$ cat src/rtl/game_pkg.sv
// Shared types and constants for the flappy-bird game sequencer and its
// neighbouring blocks (score, physics, draw layers).
package game_pkg;

  localparam int unsigned RGB_W = 12;

  // Game phase as seen on the phase output; 2'b11 is never produced.
  typedef enum logic [1:0] {
    START = 2'd0,
    PLAY  = 2'd1,
    DEAD  = 2'd2
  } phase_t;

  localparam logic [RGB_W-1:0] RGB_BLACK = 12'h000;
  localparam logic [RGB_W-1:0] RGB_SKY   = 12'h4CF;

endpackage

$ cat src/rtl/game_flow_ctrl_if.sv
// Bundle between the game sequencer and its surroundings: frame/button/
// collision events, the three draw layers in, and pixel/phase/control out.
// slave = the sequencer, master = whatever drives the layers and consumes
// the outputs.
interface game_flow_ctrl_if;
  import game_pkg::*;

  logic             frame_start;
  logic             btn;
  logic             collision;
  logic [RGB_W-1:0] start_rgb;
  logic             start_valid;
  logic [RGB_W-1:0] game_rgb;
  logic             game_valid;
  logic [RGB_W-1:0] over_rgb;
  logic             over_valid;
  logic [RGB_W-1:0] rgb;
  phase_t           phase;
  logic             run;
  logic             restart;

  modport slave (
    input  frame_start, btn, collision,
    input  start_rgb, start_valid, game_rgb, game_valid, over_rgb, over_valid,
    output rgb, phase, run, restart
  );

  modport master (
    output frame_start, btn, collision,
    output start_rgb, start_valid, game_rgb, game_valid, over_rgb, over_valid,
    input  rgb, phase, run, restart
  );

endinterface

$ cat src/rtl/game_flow_ctrl_frame_evt_latch.sv
// Frame-aligned event capture: button rising-edge detect folded into a
// once-per-frame request flag, plus a sticky collision latch. Shared with
// the score block.
module frame_evt_latch (
  input  logic clk,
  input  logic rst,
  input  logic frame_start_i,
  input  logic btn_i,
  input  logic collision_i,
  input  logic in_play_i,
  input  logic phase_chg_i,
  output logic pend_o,
  output logic col_latch_o
);

  logic btn_q;
  logic pend_q, pend_d;
  logic col_q, col_d;
  logic btn_rise;

  assign btn_rise = btn_i & ~btn_q;

  // Every frame_start consumes the pending request; a rise in that same
  // cycle becomes the request for the following frame.
  always_comb begin
    pend_d = frame_start_i ? btn_rise : (pend_q | btn_rise);
    col_d  = phase_chg_i ? 1'b0 : (col_q | (collision_i & in_play_i));
  end

  // Event state registers.
  always_ff @(posedge clk) begin
    if (rst) begin
      btn_q  <= 1'b0;
      pend_q <= 1'b0;
      col_q  <= 1'b0;
    end else begin
      btn_q  <= btn_i;
      pend_q <= pend_d;
      col_q  <= col_d;
    end
  end

  assign pend_o      = pend_q;
  assign col_latch_o = col_q;

endmodule

$ cat src/rtl/game_flow_ctrl.sv
// Game-phase sequencer (START/PLAY/DEAD) and final pixel layer mux.
// Phase changes happen only on frame_start so frames are never torn.
// Optional macro GAME_FLOW_TIMEOUT_EN: DEAD falls back to START after
// TIMEOUT_FRAMES frames without an accepted press.
module game_flow_ctrl
  import game_pkg::*;
#(
  parameter int unsigned      DEAD_FRAMES    = 60,
  parameter int unsigned      TIMEOUT_FRAMES = 600,
  parameter logic [RGB_W-1:0] BG_RGB         = RGB_SKY
) (
  input logic             clk,
  input logic             rst,
  game_flow_ctrl_if.slave bus
);

  localparam logic [1:0] PH_START = START;
  localparam logic [1:0] PH_PLAY  = PLAY;
  localparam logic [1:0] PH_DEAD  = DEAD;

  localparam logic [7:0] DEAD_LIM = DEAD_FRAMES[7:0];

  logic [1:0]       phase_q, phase_d;
  logic [7:0]       cnt_q, cnt_d;
  logic             restart_q, restart_d;
  logic             run_q;
  logic [RGB_W-1:0] rgb_q, rgb_d;
  logic             pend;
  logic             col_latch;
  logic             phase_chg;

`ifdef GAME_FLOW_TIMEOUT_EN
  localparam logic [9:0] TO_LAST = 10'(TIMEOUT_FRAMES - 1);
  logic [9:0] tcnt_q, tcnt_d;
`else
  // Keeps the parameter referenced when the timeout is compiled out.
  logic timeout_unused;
  assign timeout_unused = (TIMEOUT_FRAMES != 0);
`endif

  frame_evt_latch u_evt (
    .clk          (clk),
    .rst          (rst),
    .frame_start_i(bus.frame_start),
    .btn_i        (bus.btn),
    .collision_i  (bus.collision),
    .in_play_i    (phase_q == PH_PLAY),
    .phase_chg_i  (phase_chg),
    .pend_o       (pend),
    .col_latch_o  (col_latch)
  );

  // Next phase and counters, evaluated only at frame boundaries.
  always_comb begin
    phase_d   = phase_q;
    cnt_d     = cnt_q;
    restart_d = 1'b0;
`ifdef GAME_FLOW_TIMEOUT_EN
    tcnt_d    = tcnt_q;
`endif
    if (bus.frame_start) begin
      case (phase_q)
        PH_START: begin
          if (pend) begin
            phase_d   = PH_PLAY;
            restart_d = 1'b1;
          end
        end
        PH_PLAY: begin
          if (col_latch) begin
            phase_d = PH_DEAD;
            cnt_d   = '0;
`ifdef GAME_FLOW_TIMEOUT_EN
            tcnt_d  = '0;
`endif
          end
        end
        PH_DEAD: begin
          if (cnt_q != '1) cnt_d = cnt_q + 8'd1;
`ifdef GAME_FLOW_TIMEOUT_EN
          if (tcnt_q != '1) tcnt_d = tcnt_q + 10'd1;
`endif
          // Hold decision uses the count before this frame's increment.
          if (pend && (cnt_q >= DEAD_LIM)) phase_d = PH_START;
`ifdef GAME_FLOW_TIMEOUT_EN
          else if (tcnt_q >= TO_LAST) phase_d = PH_START;
`endif
        end
        default: phase_d = PH_START;
      endcase
    end
  end

  assign phase_chg = (phase_d != phase_q);

  // Layer selection for the current phase; registered below.
  always_comb begin
    rgb_d = BG_RGB;
    case (phase_q)
      PH_START: rgb_d = bus.start_valid ? bus.start_rgb : BG_RGB;
      PH_PLAY:  rgb_d = bus.game_valid ? bus.game_rgb : BG_RGB;
      PH_DEAD: begin
        if (bus.over_valid)      rgb_d = bus.over_rgb;
        else if (bus.game_valid) rgb_d = bus.game_rgb;
        else                     rgb_d = BG_RGB;
      end
      default: rgb_d = BG_RGB;
    endcase
  end

  // Phase, counters and registered outputs.
  always_ff @(posedge clk) begin
    if (rst) begin
      phase_q   <= PH_START;
      cnt_q     <= '0;
      restart_q <= 1'b0;
      run_q     <= 1'b0;
      rgb_q     <= RGB_BLACK;
    end else begin
      phase_q   <= phase_d;
      cnt_q     <= cnt_d;
      restart_q <= restart_d;
      run_q     <= (phase_d == PH_PLAY);
      rgb_q     <= rgb_d;
    end
  end

`ifdef GAME_FLOW_TIMEOUT_EN
  // Timeout frame counter.
  always_ff @(posedge clk) begin
    if (rst) tcnt_q <= '0;
    else     tcnt_q <= tcnt_d;
  end
`endif

  assign bus.phase   = phase_t'(phase_q);
  assign bus.rgb     = rgb_q;
  assign bus.run     = run_q;
  assign bus.restart = restart_q;

endmodule

$ cat src/flat_wrapper.sv
// flat-port wrapper written by rule: the top's interface ports become plain ports
module game_flow_ctrl_flat import game_pkg::*;
#(
  parameter int unsigned      DEAD_FRAMES    = 60,
  parameter int unsigned      TIMEOUT_FRAMES = 600,
  parameter logic [RGB_W-1:0] BG_RGB         = RGB_SKY
)
  (clk, rst, bus_frame_start, bus_btn, bus_collision, bus_start_rgb, bus_start_valid, bus_game_rgb, bus_game_valid, bus_over_rgb, bus_over_valid, bus_rgb, bus_phase, bus_run, bus_restart);
  game_flow_ctrl_if bus_i ();
  input logic clk;
  input logic rst;
  input wire logic [$bits(bus_i.frame_start)-1:0] bus_frame_start;
  input wire logic [$bits(bus_i.btn)-1:0] bus_btn;
  input wire logic [$bits(bus_i.collision)-1:0] bus_collision;
  input wire logic [$bits(bus_i.start_rgb)-1:0] bus_start_rgb;
  input wire logic [$bits(bus_i.start_valid)-1:0] bus_start_valid;
  input wire logic [$bits(bus_i.game_rgb)-1:0] bus_game_rgb;
  input wire logic [$bits(bus_i.game_valid)-1:0] bus_game_valid;
  input wire logic [$bits(bus_i.over_rgb)-1:0] bus_over_rgb;
  input wire logic [$bits(bus_i.over_valid)-1:0] bus_over_valid;
  output wire logic [$bits(bus_i.rgb)-1:0] bus_rgb;
  output wire logic [$bits(bus_i.phase)-1:0] bus_phase;
  output wire logic [$bits(bus_i.run)-1:0] bus_run;
  output wire logic [$bits(bus_i.restart)-1:0] bus_restart;
  assign bus_i.frame_start = bus_frame_start;
  assign bus_i.btn = bus_btn;
  assign bus_i.collision = bus_collision;
  assign bus_i.start_rgb = bus_start_rgb;
  assign bus_i.start_valid = bus_start_valid;
  assign bus_i.game_rgb = bus_game_rgb;
  assign bus_i.game_valid = bus_game_valid;
  assign bus_i.over_rgb = bus_over_rgb;
  assign bus_i.over_valid = bus_over_valid;
  assign bus_rgb = bus_i.rgb;
  assign bus_phase = bus_i.phase;
  assign bus_run = bus_i.run;
  assign bus_restart = bus_i.restart;
  game_flow_ctrl #(.DEAD_FRAMES(DEAD_FRAMES), .TIMEOUT_FRAMES(TIMEOUT_FRAMES), .BG_RGB(BG_RGB)) u_core (.clk(clk), .rst(rst), .bus(bus_i));
endmodule
$ cat config.mk
export PLATFORM = sky130hd
export DESIGN_NAME = game_flow_ctrl_flat
export DESIGN_NICKNAME = d
export VERILOG_FILES = /design/src/rtl/game_pkg.sv /design/src/rtl/game_flow_ctrl_if.sv /design/src/rtl/game_flow_ctrl_frame_evt_latch.sv /design/src/rtl/game_flow_ctrl.sv /design/src/flat_wrapper.sv
export SDC_FILE = /design/constraint.sdc
export NUM_CORES = 1
export LEC_CHECK = 0
export BUFFER_PORTS_ARGS = -buffer_cell sky130_fd_sc_hd__clkbuf_2
export CORE_MARGIN = 3
export CORE_UTILIZATION = 45
export DETAILED_ROUTE_END_ITERATION = 10
export HOLD_SLACK_MARGIN = 0.15
export PLACE_DENSITY_LB_ADDON = 0.12
export SLEW_MARGIN = 30
export SYNTH_ARGS = -nofsm -noshare
export SYNTH_HDL_FRONTEND = slang
export SYNTH_SLANG_ARGS = --single-unit
$ cat constraint.sdc
create_clock -name clk -period 2.4 [get_ports clk]
set_clock_uncertainty 0.05 [all_clocks]
set_input_delay 0.36 -clock clk [delete_from_list [all_inputs] [get_ports clk]]
set_output_delay 0.36 -clock clk [all_outputs]
set_load 0.1 [all_outputs]
Word level (Yosys, flattened, before mapping)
Index checks and enable logic that the tools add are counted.
Widths: inputs -> output; s select.
Cells by class
  add/sub/neg operators: 1
  magnitude comparators: 1
  equal/unequal tests: 7
  multiplexer cells: 14
  bitwise gates (word level): 7
  reduce and logical (&&, ||, !) cells: 6
Operators with widths (count)
  $mux 12: 3
  $pmux 12 s3: 1
  $mux 8: 2
  $pmux 8 s2: 1
  $add 8x1->8 const B: 1
  $ge 8x6->1 const B: 1
  $mux 2: 4
  $ne 8x8->1 const B: 1
  $pmux 2 s3: 1
  $eq 2x1->1 const B: 2
  $ne 2x1->1 const B: 2
  $reduce_and 4->1: 1
  $not 1->1: 3
  $reduce_or 3->1: 1
  $and 1x1->1: 2
  $eq 2x2->1 const B: 1
  $logic_not 2->1: 1
  $mux 1: 2
  $ne 2x2->1: 1
  $or 1x1->1: 2
  $reduce_bool 2->1: 1
  $reduce_or 2->1: 1
  $logic_and 1x1->1: 1
Word-level totals
  bits in registers: 27
  bits of input ports: 44
  output and inout port bits: 16
  word-level logic and storage cells: 44

Longest topological paths before layout
  depth in word-level cells: 7
  mapped depth: 8
  depth with buffers taken out: 6

Hierarchy
Synthesis repeated with hierarchy kept, for this count alone.
Unflattened totals
  cells, all modules: 188
  area total of the unflattened synthesis: 1500.2 um2
By module, submodules not included
  game_flow_ctrl: times used 1, cells each 179, area each 1392.6 um2, sequential area each 480.5 um2
  frame_evt_latch: times used 1, cells each 9, area each 107.6 um2, sequential area each 60.1 um2

Worst setup path after synthesis
OpenSTA, ideal clock, no wires.
  path type: flip-flop to flip-flop
  start: reg u_core.phase_q[0] (netlist: u_core.bus.phase[0])
  end: reg u_core.cnt_q[7]
  setup time: 70 ps
  arrival time: 2545 ps
  required time: 2280 ps
  setup slack: -266 ps
  cell stages (with the launch flop): 8
  buffers on the path: 1
  period minus slack after synthesis: 2666 ps
  cell sequence: dfxtp_1 -> inv_1 -> ha_1 -> buf_6 -> and4_4 -> and2_4 -> or4_1 -> a21oi_1
Between the ends
  longest elaborated chain between the ends: 3
  elaborated cells on any way between the ends: 7
  those cells by class: eq/ne (4); mux (1); reduce/logical (2)
Ends and longest elaborated chain
  start: declaration: line game_flow_ctrl.sv:23  | logic [1:0] phase_q, phase_d;
  start signal: assignment: line game_flow_ctrl.sv:120  | phase_q <= phase_d;
  $eq 2x2->1 / $eq 2x1->1 (equally long branches): line game_flow_ctrl.sv:62  | case (phase_q)
  $ne 2x1->1 (no source line) / $reduce_bool 2->1 (equally long branches)
  $reduce_and 4->1 (no source line)
  end signal: assignment: line game_flow_ctrl.sv:121  | cnt_q <= cnt_d;
  end: declaration: line game_flow_ctrl.sv:24  | logic [7:0] cnt_q, cnt_d;
Several ways; a longest one is shown, not always the timed one.
A chain may end at the register's enable or synchronous reset.

Worst setup path after layout
Ends and elaborated chain as after synthesis.

==> results.md <==
* Status: completed
* CP peak stage delay at 0.50 ns
* Tightest Hold Check Type: input pin to flip-flop
* Reg2Reg Launch Point: u_core.bus.phase[0]
* Worst-Skew Late Latency at 0.33 ns
* Pint at 609 uW
* Final hold vios at 0
* Setup violators final at 0
* Setup TNS at 0 ns
* Commonest cells after routing, fill and taps aside: clkbuf_2 (59), dfxtp_1 (25), a21oi_1 (12)
* Ant. Diodes at 0
* Synth Flop Type: dfxtp_1
* Post-DR wirelength/cell at 14.0 um
* Max FO, Critical Path at 10
* Die Span Y at 63.0 um
* Mapped Area at 1460 um2
* Initial antenna violation count at 0
* Total CTS buffers at 3
* Largest net degree at the start of global routing at 18
* Gpl congestion at 0.857
* Total GRT Usage at 19.2%
* Global-route wire length before repair at 6300 um
* DRT iter0 DRCs at 117
* Fin nets at 276
* Area leader, netlist: dfxtp_1
* Worst Setup SP: u_core.bus.phase[0]
* Vias per cell at 5.69
* Dpl hpwl at 2950 um
* Max Cap Viol at 0
* Commonest non-fill, non-tap cell in the layout: clkbuf_2
* CTS Hold Buffers Added at 0
* Leak pwr at 0.825 nW
* Synth top area share at 36.9%
* Syn avg cell area at 8.61 um2
* TritonCTS clock tree: yes
* Global-route met2 utilization at 33.6%
* Root buffer cell: clkbuf_4
* Number of synthesized register bits at 27
* Synth cell types at 44
* Logic pwr share at 29.3%
* Slew Limit Fails at 0
* Worst Path Arrival at 2.24 ns
* Reg clk slew, reported paths at 0.15 ns
* Setup WS post-layout at 0.386 ns
* Final Routed Wirelength at 3760 um
* CTS max path bufs at 2
* Critical path, cell by cell: inv_1 -> ha_1 -> and4_4 -> and2_4 -> or4_1 -> a21oi_1
* Core Area at 3080 um2
* Postcts setup bufs at 0
* Post-synthesis cell count at 170
* Crit path capture type: flip-flop
* Syn nets at 220
* Ports at 60
* Buf/Inv on CP at 1
* Flop pwr share at 50.0%
* Overall power at 959 uW
* Clock sink count at 27
* Resize count post-CTS at 0
* Antenna-violating nets left at 0
* DR vias at 1,530
* EDFF count, synth at 0
* Initial Util at 47.6%
* Kind of critical path: flip-flop to flip-flop
* Clock power share at 20.7%
* Top post-synthesis cells by area: dfxtp_1 (37%), ha_1 (5.1%), nand2b_1 (4.3%), a21oi_1 (4.1%), a221oi_1 (3.6%)
* CP delay by family, top: simple AND/OR/NAND/NOR gates
* Layout cells sized above 1 at 31.6%
* Post-synthesis sequential area ratio at 36.9%
* Reg2reg end: u_core.cnt_q[7]
* Fmax at 0.497 GHz
* Die X-Extent at 63.0 um
* Area growth syn-to-layout at 23.3%
* Critical Path Start Type: flip-flop
* Worst EP required at 2.63 ns
* RSZ-0062 raised after global routing: no
* GR Util met1 at 22.9%
* Fin crit share at 83.9%
* Vias in the first global route at 1,400
* Aggregate global routing overflow at 0
* Async set-reset flop share out of synthesis at 0%
* Most used routing layer: met2
* Port bufs at 59
* Detailed Routing Iterations Pass 1 at 4
* H-tree depth at 1
* Met3 Usage GRT at 5.04%
* Pin slew with the least headroom to its limit at 0.548 ns
* Residual DRC at 0
* Synth warnings at 0
* Crit path max-delay cell type: or4_1
* Worst path depth at 6
* Setup crit end: u_core.cnt_q[7]
* R2R cell count at 6
* Setup WS pre-CTS at 0.459 ns
* PwrDens at 531 nW/um2
* Worst Hold Depth at 3
* Post-layout min period at 2.01 ns
* Net Sw Frac at 36.5%
* Reg2reg setup slack at 0.39 ns
* Switching power at 350 uW
* Worst vdd ir at 0.300 mV
* Die area at 3970 um2
* Slew headroom at 63.5%
* Site row count at 20
## worst min path at each step
stage	from	slack, ns	end
2_1_floorplan	u_core.cnt_q[5]	0.41	u_core.cnt_q[5]
3_3_place_gp	u_core.cnt_q[5]	0.43	u_core.cnt_q[5]
3_5_place_dp	u_core.cnt_q[5]	0.43	u_core.cnt_q[5]
4_1_cts	bus_btn	0.18	u_core.u_evt.btn_q
5_1_grt	bus_btn	0.18	u_core.u_evt.btn_q
6_report	bus_btn	0.18	u_core.u_evt.btn_q
## cells in the mapped netlist (all sizes together), types with 3 or more instances
library cell and instances:
dfxtp 27, a21oi 12, inv 11, nand2b 10
o21ai 10, and2 7, nor2 7, a221oi 6
clkbuf 6, ha 6, nand2 6, nor3 6
a22o 5, a31oi 5, nand3 5, a222oi 4
o31ai 4, a21o 3, buf 3, nor2b 3
## worst reg2reg max path: stages (launching register included)
cell and delay [ns]:
dfxtp_2 0.42, inv_1 0.10, ha_1 0.33, and4_4 0.24
and2_4 0.17, or4_1 0.50, a21oi_1 0.15
## power by group through the flow
stage	combinational, mW	sequential, mW	clock [mW]
after floorplan	0.0776	0.619	0
after global placement	0.277	0.489	0
after detailed placement	0.280	0.489	0
after CTS	0.281	0.480	0.207
after global routing	0.299	0.482	0.221
final	0.281	0.480	0.198
## cell families (layout without fill, tap and decap cells)
logic type               count (synthesis)  count (layout)  share of synthesized area, %
flip-flops                              27              27                          36.9
XOR/XNOR                                 1               1                         0.598
adder cells (fa/ha/maj)                  6               6                          5.13
buffers and inverters                   20              75                          5.98
AO/OA/AOI/OAI                           63              63                          30.9
AND/OR/NAND/NOR                         53              53                          20.5
## layout make-up
cell class	count	area, um2
flip-flops and latches	27	543
clock buffers	3	22.5
clock inverters	1	5.00
well taps	44	55.1
inverters	11	41.3
multi-input cells	123	836
repair buffers	60	303
fillers	305	1270
## stage by stage
stage          std cells  hold slack [ns]  utilization, %  area [um2]
2_1_floorplan        170            0.406               -        1470
3_3_place_gp         265            0.430            57.8        1780
3_5_place_dp         265            0.431            57.8        1780
4_1_cts              269            0.180            58.7        1810
5_1_grt              269            0.183            58.7        1810
6_report             269            0.181            58.7        1810
## sequential cells by signal (all words and copies together) (netlist names)
name / cells
u_core.bus.phase: 2
u_core.bus.restart: 1
u_core.bus.rgb: 12
u_core.bus.run: 1
u_core.cnt_q: 8
u_core.u_evt.btn_q: 1
u_core.u_evt.col_latch_o: 1
u_core.u_evt.pend_o: 1
## per-layer routing
metal / share of wire (%) / vias to the layer above
li1: - / 752
met4: 0.77 / 0
met2: 50 / 63
met1: 42 / 711
met3: 8.0 / 4
met5: 0 / -
Note: power is estimated with default switching activity, not from simulation.
